<file path="src/rtl/pc_pkg.sv">
// Shared definitions for the program counter and its return-address stack.
// Holds the operation encoding and the fixed-priority request encoder.
package pc_pkg;

    typedef enum logic [2:0] {
        OP_NONE = 3'd0,
        OP_INC  = 3'd1,
        OP_ADD  = 3'd2,
        OP_SUB  = 3'd3,
        OP_JMP  = 3'd4,
        OP_CALL = 3'd5,
        OP_RET  = 3'd6
    } op_e;

    // Only one operation runs per cycle. The highest-priority request is
    // chosen and the rest are dropped. Priority: ret > call > jmp > sub >
    // add > inc.
    function automatic op_e prio_encode(
        input logic i_ret,
        input logic i_call,
        input logic i_jmp,
        input logic i_sub,
        input logic i_add,
        input logic i_inc
    );
        op_e v_op;
        if (i_ret)       v_op = OP_RET;
        else if (i_call) v_op = OP_CALL;
        else if (i_jmp)  v_op = OP_JMP;
        else if (i_sub)  v_op = OP_SUB;
        else if (i_add)  v_op = OP_ADD;
        else if (i_inc)  v_op = OP_INC;
        else             v_op = OP_NONE;
        return v_op;
    endfunction

endpackage

</file>
<file path="src/rtl/pc_rstack.sv">
// Return-address LIFO: DEPTH entries of WIDTH bits.
// Ports:
//   i_clk    rising-edge clock
//   i_reset  synchronous active-low reset (clears level only)
//   i_push   write i_data at the current level (ignored when full)
//   i_pop    drop the top entry (ignored when empty)
//   i_data   value to push
//   o_top    combinational top-of-stack (entry level-1)
//   o_level  number of valid entries
//   o_full   level == DEPTH
//   o_empty  level == 0
// i_push and i_pop are never asserted together.
module pc_rstack
    import pc_pkg::*;
#(
    parameter int WIDTH = 16,
    parameter int DEPTH = 4,
    localparam int AW = $clog2(DEPTH),
    localparam int LW = $clog2(DEPTH) + 1
) (
    input  logic             i_clk,
    input  logic             i_reset,
    input  logic             i_push,
    input  logic             i_pop,
    input  logic [WIDTH-1:0] i_data,
    output logic [WIDTH-1:0] o_top,
    output logic [LW-1:0]    o_level,
    output logic             o_full,
    output logic             o_empty
);

    logic [WIDTH-1:0] r_mem [DEPTH];
    logic [LW-1:0]    r_level;
    logic [LW-1:0]    w_level_dec;
    logic [AW-1:0]    w_wr_idx;
    logic [AW-1:0]    w_top_idx;
    logic             w_do_push;
    logic             w_do_pop;

    assign o_full      = (r_level == LW'(DEPTH));
    assign o_empty     = (r_level == '0);
    assign w_do_push   = i_push && !o_full;
    assign w_do_pop    = i_pop && !o_empty;
    assign w_level_dec = r_level - 1'b1;
    assign w_wr_idx    = r_level[AW-1:0];
    assign w_top_idx   = w_level_dec[AW-1:0];
    // When empty this reads a stale entry; nobody uses it in that case.
    assign o_top       = r_mem[w_top_idx];
    assign o_level     = r_level;

    always_ff @(posedge i_clk) begin
        if (!i_reset) begin
            r_level <= '0;
        end else if (w_do_push) begin
            r_level <= r_level + 1'b1;
        end else if (w_do_pop) begin
            r_level <= w_level_dec;
        end
    end

    // Storage has no reset: contents are invisible while level is 0.
    always_ff @(posedge i_clk) begin
        if (i_reset && w_do_push) begin
            r_mem[w_wr_idx] <= i_data;
        end
    end

endmodule

</file>
<file path="src/rtl/pc_stack.sv">
// Program counter with hardware return-address stack, driving the fetch
// address every cycle.
// Ports:
//   i_clk     rising-edge clock
//   i_reset   synchronous active-low reset
//   i_inc     pc <- pc + 1
//   i_add     pc <- pc + offset
//   i_sub     pc <- pc - offset
//   i_jmp     pc <- offset
//   i_call    push pc + 1, pc <- offset
//   i_ret     pop, pc <- popped value
//   i_offset  branch offset / absolute target
//   o_pc      registered program counter
//   o_level   valid stack entries
//   o_full    stack full
//   o_empty   stack empty
//   o_err     sticky call-when-full / ret-when-empty flag
module pc_stack
    import pc_pkg::*;
#(
    parameter int              WIDTH     = 16,
    parameter int              DEPTH     = 4,
    parameter logic [WIDTH-1:0] RESET_VEC = '0,
    localparam int             LW        = $clog2(DEPTH) + 1
) (
    input  logic             i_clk,
    input  logic             i_reset,
    input  logic             i_inc,
    input  logic             i_add,
    input  logic             i_sub,
    input  logic             i_jmp,
    input  logic             i_call,
    input  logic             i_ret,
    input  logic [WIDTH-1:0] i_offset,
    output logic [WIDTH-1:0] o_pc,
    output logic [LW-1:0]    o_level,
    output logic             o_full,
    output logic             o_empty,
    output logic             o_err
);

    logic [WIDTH-1:0] r_pc;
    logic             r_err;
    op_e              w_op;
    logic [WIDTH-1:0] w_pc_inc;
    logic [WIDTH-1:0] w_operand;
    logic [WIDTH-1:0] w_sum;
    logic [WIDTH-1:0] w_top;
    logic [WIDTH-1:0] w_pc_next;
    logic             w_err_set;
    logic             w_push;
    logic             w_pop;
    logic             w_subtract;

    assign w_op = prio_encode(i_ret, i_call, i_jmp, i_sub, i_add, i_inc);

    // One adder for add and sub: subtract is pc + ~offset + 1.
    assign w_subtract = (w_op == OP_SUB);
    assign w_operand  = w_subtract ? ~i_offset : i_offset;
    assign w_sum      = r_pc + w_operand + {{(WIDTH-1){1'b0}}, w_subtract};
    assign w_pc_inc   = r_pc + {{(WIDTH-1){1'b0}}, 1'b1};

    assign w_push = (w_op == OP_CALL);
    assign w_pop  = (w_op == OP_RET);

    pc_rstack #(
        .WIDTH (WIDTH),
        .DEPTH (DEPTH)
    ) u_rstack (
        .i_clk   (i_clk),
        .i_reset (i_reset),
        .i_push  (w_push),
        .i_pop   (w_pop),
        .i_data  (w_pc_inc),
        .o_top   (w_top),
        .o_level (o_level),
        .o_full  (o_full),
        .o_empty (o_empty)
    );

    always_comb begin
        w_pc_next = r_pc;
        w_err_set = 1'b0;
        unique case (w_op)
            OP_INC:  w_pc_next = w_pc_inc;
            OP_ADD,
            OP_SUB:  w_pc_next = w_sum;
            OP_JMP:  w_pc_next = i_offset;
            OP_CALL: begin
                if (o_full) w_err_set = 1'b1;
                else        w_pc_next = i_offset;
            end
            OP_RET: begin
                if (o_empty) w_err_set = 1'b1;
                else         w_pc_next = w_top;
            end
            default: w_pc_next = r_pc;
        endcase
    end

    always_ff @(posedge i_clk) begin
        if (!i_reset) begin
            r_pc  <= RESET_VEC;
            r_err <= 1'b0;
        end else begin
            r_pc <= w_pc_next;
            if (w_err_set) r_err <= 1'b1;
        end
    end

    assign o_pc  = r_pc;
    assign o_err = r_err;

endmodule

</file>
<file path="config.mk">
export PLATFORM = sky130hd
export DESIGN_NAME = pc_stack
export DESIGN_NICKNAME = d
export VERILOG_FILES = /design/src/rtl/pc_pkg.sv /design/src/rtl/pc_rstack.sv /design/src/rtl/pc_stack.sv
export SDC_FILE = /design/constraint.sdc
export NUM_CORES = 1
export LEC_CHECK = 0
export BUFFER_PORTS_ARGS = -buffer_cell sky130_fd_sc_hd__buf_4
export CAP_MARGIN = 40
export CORE_ASPECT_RATIO = 1.75
export CORE_MARGIN = 10
export CORE_UTILIZATION = 54
export CTS_CLUSTER_DIAMETER = 150
export DETAILED_ROUTE_END_ITERATION = 10
export PLACE_DENSITY_LB_ADDON = 0.1
export RECOVER_POWER = 100
export SKIP_LAST_GASP = 1
export SLEW_MARGIN = 40
export SYNTH_ARGS = -nofsm -noshare
export SYNTH_HDL_FRONTEND = slang
export SYNTH_HIERARCHICAL = 1
export SYNTH_SLANG_ARGS = --single-unit
</file>
<file path="constraint.sdc">
create_clock -name i_clk -period 3.4 [get_ports i_clk]
set_input_delay 0.34 -clock i_clk [delete_from_list [all_inputs] [get_ports i_clk]]
set_output_delay 0.34 -clock i_clk [all_outputs]
set_load 0.05 [all_outputs]
</file>
# After elaboration in Yosys (flattened, before gate mapping)
# Memories as Yosys holds them, arrays and structs flattened.
# Cells that the tools add are included.
# W data, S select, Z words.
[word_totals]
ff_bits = 20
ram_bits = 64
input_bits = 24
wordCells = 46
memories = 1
[mem_list]
columns = ["name", "depth", "word_bits", "read_ports", "rd_ports_with_merged_regs", "wr", "line", "text"]
rows = [
  ["u_rstack.r_mem", 4, 16, 1, 0, 1, "pc_rstack.sv:32", "logic [WIDTH-1:0] r_mem [DEPTH];"],
]
[classes]
addsub = 5
eq_ne = 9
mux = 17
n_bitwise = 1
reduce_logical = 10
[ops]
columns = ["operator", "n"]
rows = [
  ["$pmux W16 S5", 1],
  ["$mux W16", 3],
  ["$add A16 B1 Y16", 1],
  ["$add A16 B1 Y16 const B", 1],
  ["$add A16 B16 Y16", 1],
  ["$not A16 Y16", 1],
  ["$mux W3", 5],
  ["$eq A3 B3 Y1 const B", 4],
  ["$eq A3 B2 Y1 const B", 2],
  ["$mux W1", 5],
  ["$reduce_bool A5 Y1", 1],
  ["$mux W2", 2],
  ["$ne A2 B2 Y1 const B", 2],
  ["$add A3 B1 Y3 const B", 1],
  ["$eq A3 B1 Y1 const B", 1],
  ["$logic_and A1 B1 Y1", 3],
  ["$logic_not A3 Y1", 1],
  ["$reduce_and A3 Y1", 1],
  ["$sub A3 B1 Y3 const B", 1],
  ["$logic_not A1 Y1", 2],
  ["$pmux W1 S2", 1],
  ["$reduce_bool A2 Y1", 1],
  ["$reduce_or A2 Y1", 1],
]

# Depth between registers and ports, before layout
[logic_depth]
word_depth = 11
ltp_mapped = 11
depth_no_buf = 10

# Modules after synthesis
# The synthesis kept the hierarchy.
[by_module_without_submodules]
columns = ["module", "instances", "cells_per_inst", "area_per_inst_um2", "seq_area_each_um2"]
rows = [
  ["pc_rstack", 1, 118, 2615.0, 1981.9],
  ["pc_stack", 1, 314, 2299.7, 340.3],
]

# Least setup slack after synthesis
# Ideal clock, no wire load.
[synth_path]
path_kind = "input port to flip-flop"
start = "input i_call"
end = "register r_pc[10] (netlist: o_pc[10])"
setup_time_ns = 0.125
t_arrival_ns = 3.119
slack_ns = 0.156
path_stages = 10
path_buffers = 1
cell_sequence = "nor4b_4 > clkbuf_1 > xor2_1 > fa_1 > a21o_1 > a221oi_1 > o221ai_1 > xor2_1 > a211oi_1 > a211oi_1"
[synth_between]
elab_chain_len = 7
word_cells_on_any_way = 17
classes_between = "2 x add/sub; 8 x eq/ne; 4 x mux; 3 x reduce/logical"
[synth_rtl]
columns = ["item", "line", "text"]
rows = [
  ["start, declared", "pc_stack.sv:32", "input logic i_call,"],
  ["$mux W3 *", "pc_pkg.sv:28", "else if (i_call) v_op = OP_CALL;"],
  ["$mux W3 *", "pc_pkg.sv:27", "if (i_ret) v_op = OP_RET;"],
  ["$eq A3 B2 Y1", "pc_stack.sv:58, pc_stack.sv:84", ""],
  ["$mux W16", "pc_stack.sv:59", "assign w_operand = w_subtract ? ~i_offset : i_offset;"],
  ["$add A16 B16 Y16", "pc_stack.sv:60", "assign w_sum = r_pc + w_operand + {{(WIDTH-1){1'b0}}, w_subtract};"],
  ["$add A16 B1 Y16", "pc_stack.sv:60", ""],
  ["$pmux W16 S5", "pc_stack.sv:84", "unique case (w_op)"],
  ["end signal, assigned", "pc_stack.sv:106", "r_pc <= w_pc_next;"],
  ["end, declared", "pc_stack.sv:42", "logic [WIDTH-1:0] r_pc;"],
]
# Every way passes the cells marked *; elsewhere a longest branch is shown, timed or not.
# A chain may end at the register's enable or synchronous reset.

# Worst setup path after layout
[layout_path]
start = "input i_call"
end = "register r_pc[9] (netlist: o_pc[9])"
# Same word-level chain as after synthesis.

==> results.sh <==
export IMPL_grt_total_usage_pct=19.66
export IMPL_worstPathRequired_ns=3.65
export IMPL_path_clk_slew_ns=0.07
export IMPL_p_leak_nw=2.026
export IMPL_drv_cap=0
export IMPL_initial_core_util_pct=54.74
export IMPL_yosysUniqueCellTypes=60
export IMPL_netlist_area_leader_share_pct=39.10
export IMPL_route_detailed_drc=0
export IMPL_core_rowCount=46
export IMPL_syn_cell_area_mm2=0.004915
export IMPL_tns_ns=0
export IMPL_postCtsSetupBuffers=0
export IMPL_io_pins=46
export IMPL_ir_drop_v=0.0004353
export IMPL_hold_class="primary input to register"
export IMPL_path_cells="clkbuf_1 -> nor4b_4 -> buf_4 -> xor2_1 -> ha_1 -> nand3_1 -> nor4_1 -> nor3_1 -> a311o_1 -> and3_1 -> a211oi_1"
export IMPL_drive_above_1_share_pct=14.14
export IMPL_finalNetCount=530
export IMPL_dieArea_mm2=0.01347
export IMPL_status="finished, final reports clean"
export IMPL_crit_fanout=15
export IMPL_gp_congestion=0.9500
export IMPL_syn_nets=479
export IMPL_cts_buffers_inserted=9
export IMPL_die_x_um=92.12
export IMPL_r2r_end="o_pc[11]"
export IMPL_clock_sinks=84
export IMPL_cts_htree_levels=3
export IMPL_finalCritPeriodShare_pct=89.11
export IMPL_drt_iter0_drc=331
export IMPL_ys_seq_elements=84
export IMPL_die_y_um=146.2
export IMPL_cts_hold_buf=0
export IMPL_wl_per_cell_um=21.54
export IMPL_critical_path_depth=11
export IMPL_synth_avg_cell_area_um2=11.38
export IMPL_hold_viol=0
export IMPL_routed_via_density=6.449
export IMPL_overflow=0
export IMPL_synth_edf_count=64
export IMPL_antenna_cells=0
export IMPL_cts_tree="done"
export IMPL_r2r_slack_ns=0.49
export IMPL_drt_wl_total_mm=13.10
export IMPL_crit_buf_inv=2
export IMPL_rr_startpoint="u_rstack/o_level[1]"
export IMPL_setup_violations=0
export IMPL_dominantRegCellSynth="edfxtp_1"
export IMPL_crit_arrival_ns=3.28
export IMPL_core_area_mm2=0.008979
export IMPL_yosys_top_cells_area="edfxtp_1 39%, dfxtp_1 8.1%, mux4_2 7.3%"
export IMPL_slowest_stage="nor4_1"
export IMPL_skew_ns=0.006237
export IMPL_post_synth_top_area_cell="edfxtp_1"
export IMPL_hold_ws_ns=0.3089
export IMPL_slowest_delay_ns=0.48
export IMPL_area_growth_synth_to_final_pct=13.95
export IMPL_fin_crit_ns=3.030
export IMPL_grt_start_max_net_pins=25
export IMPL_power_density_mw_per_mm2=651.1
export IMPL_worstRegToRegCells=8
export IMPL_post_cts_resize_count=0
export IMPL_startpoint="i_call"
export IMPL_cts_buffer_depth=2
export IMPL_final_cell_area_mm2=0.005600
export IMPL_mostFrequentLayoutCells="64 x edfxtp_1, 33 x buf_4, 27 x nand2_1, 25 x a21oi_1, 25 x clkbuf_1"
export IMPL_critPathKind="primary input to register"
export IMPL_maxSlewHeadroom_pct=25.12
export IMPL_via_count=3921
export IMPL_dr_pass1_iters=5
export IMPL_ys_async_sr_fraction_pct=0
export IMPL_antenna_found_initial=0
export IMPL_grt_pass1_wl_mm=21.02
export IMPL_postRouteAntennaNets=0
export IMPL_root_buffer="clkbuf_16"
export IMPL_fillers=803
export IMPL_synth_seq_area_share_pct=47.25
export IMPL_worstMarginPinSlew_ns=1.113
export IMPL_final_common_cell="edfxtp_1"
export IMPL_clkLatencyLatePin_ns=0.34
export IMPL_yosysWarnings=6
export IMPL_post_dp_hpwl_mm=9.799
export IMPL_fmax_mhz=330.1
export IMPL_first_global_vias=3981
export IMPL_crit_path_end_kind="register"
export IMPL_rsz0062_at_grt="no"
export IMPL_start_kind="primary input"
export IMPL_detailed_place_area_mm2=0.005404
export IMPL_slew_viol_final=0
export IMPL_numPortBuffers=45
export IMPL_netlist_instances=432
export IMPL_crit_family="simple AND/OR/NAND/NOR gates"
export IMPL_crit_end="o_pc[9]"
## final cells by class
cell class / count / area (um2) / share of cell area (%)
multi-input combinational: 313 / 2422 / 43.25
clock buffer: 10 / 229.0 / 4.088
tap: 120 / 150.1 / 2.681
sequential: 84 / 2322 / 41.47
clock inverter: 6 / 71.32 / 1.273
inverter: 18 / 67.56 / 1.206
timing repair buffer: 57 / 337.8 / 6.032
## stage by stage
stage / instances / setup WS, ns / power [mW] / utilization [%]
6_report: 608 / 0.3703 / 3.647 / 62.37
5_1_grt: 608 / 0.1717 / 3.836 / 62.37
4_1_cts: 608 / 0.4779 / 3.719 / 63.53
3_5_place_dp: 592 / 0.1363 / 2.721 / 60.19
3_3_place_gp: 592 / 0.2145 / 2.695 / 60.16
2_1_floorplan: 432 / 0.1559 / 2.331 / -
## cells in the mapped netlist, types with 5 or more instances
cell type / number
nand4_1: 8
o21a_1: 7
a31oi_1: 14
mux4_2: 16
o21ai_0: 15
a221oi_1: 7
clkbuf_1: 10
nand3_1: 18
a21oi_1: 25
dfxtp_1: 20
xnor2_1: 10
nor3_1: 11
edfxtp_1: 64
xor2_1: 22
and3_1: 5
inv_1: 18
nand2_1: 27
ha_1: 22
nor2_1: 21
or3_1: 6
o211ai_1: 7
## where the power goes
part | internal, mW | leakage [nW] | switching (mW)
combinational | 0.455 | 1.13 | 0.846
clock | 0.577 | 0.140 | 0.418
sequential | 1.24 | 0.753 | 0.111
total | 2.27 | 2.03 | 1.37
## worst min-delay path by stage
stage,from,endpoint,slack [ns],cells past startpoint
final,i_offset[5],o_pc[5],0.31,3
after global routing,i_offset[2],o_pc[2],0.36,3
after CTS,i_offset[5],o_pc[5],0.30,3
after detailed placement,o_err,o_err,0.45,2
after global placement,o_err,o_err,0.44,2
after floorplan,i_reset,u_rstack/o_level[1],0.49,2
## state kept, by name, indices dropped and copies added (netlist names)
name	count
u_rstack/r_mem	64
u_rstack/o_level	3
o_err	1
o_pc	16
## logic make-up after synthesis
logic type               synth area share [%]
buffers and inverters                   3.233
flip-flops                              47.25
multiplexers                            7.943
adder cells (fa/ha/maj)                 6.008
AO/OA/AOI/OAI                           16.22
AND/OR/NAND/NOR                         13.65
XOR/XNOR                                5.702
## metal layers
metal,up-vias,wire [um],GRT usage [%]
li1,1805,-,-
met1,1913,5070,22.84
met2,168,6804,33.19
met3,35,809,4.312
met4,0,412,9.457
met5,-,0,0
## worst reg2reg max path, cell delays in order (launching register included)
cell	delay, ns
dfxtp_1	0.39
inv_1	0.10
ha_1	0.21
ha_1	0.23
a22oi_1	0.54
o21a_1	0.65
nand2_1	0.28
o221ai_1	0.32
a21oi_1	0.07
Power figures use the tool's default switching activity.
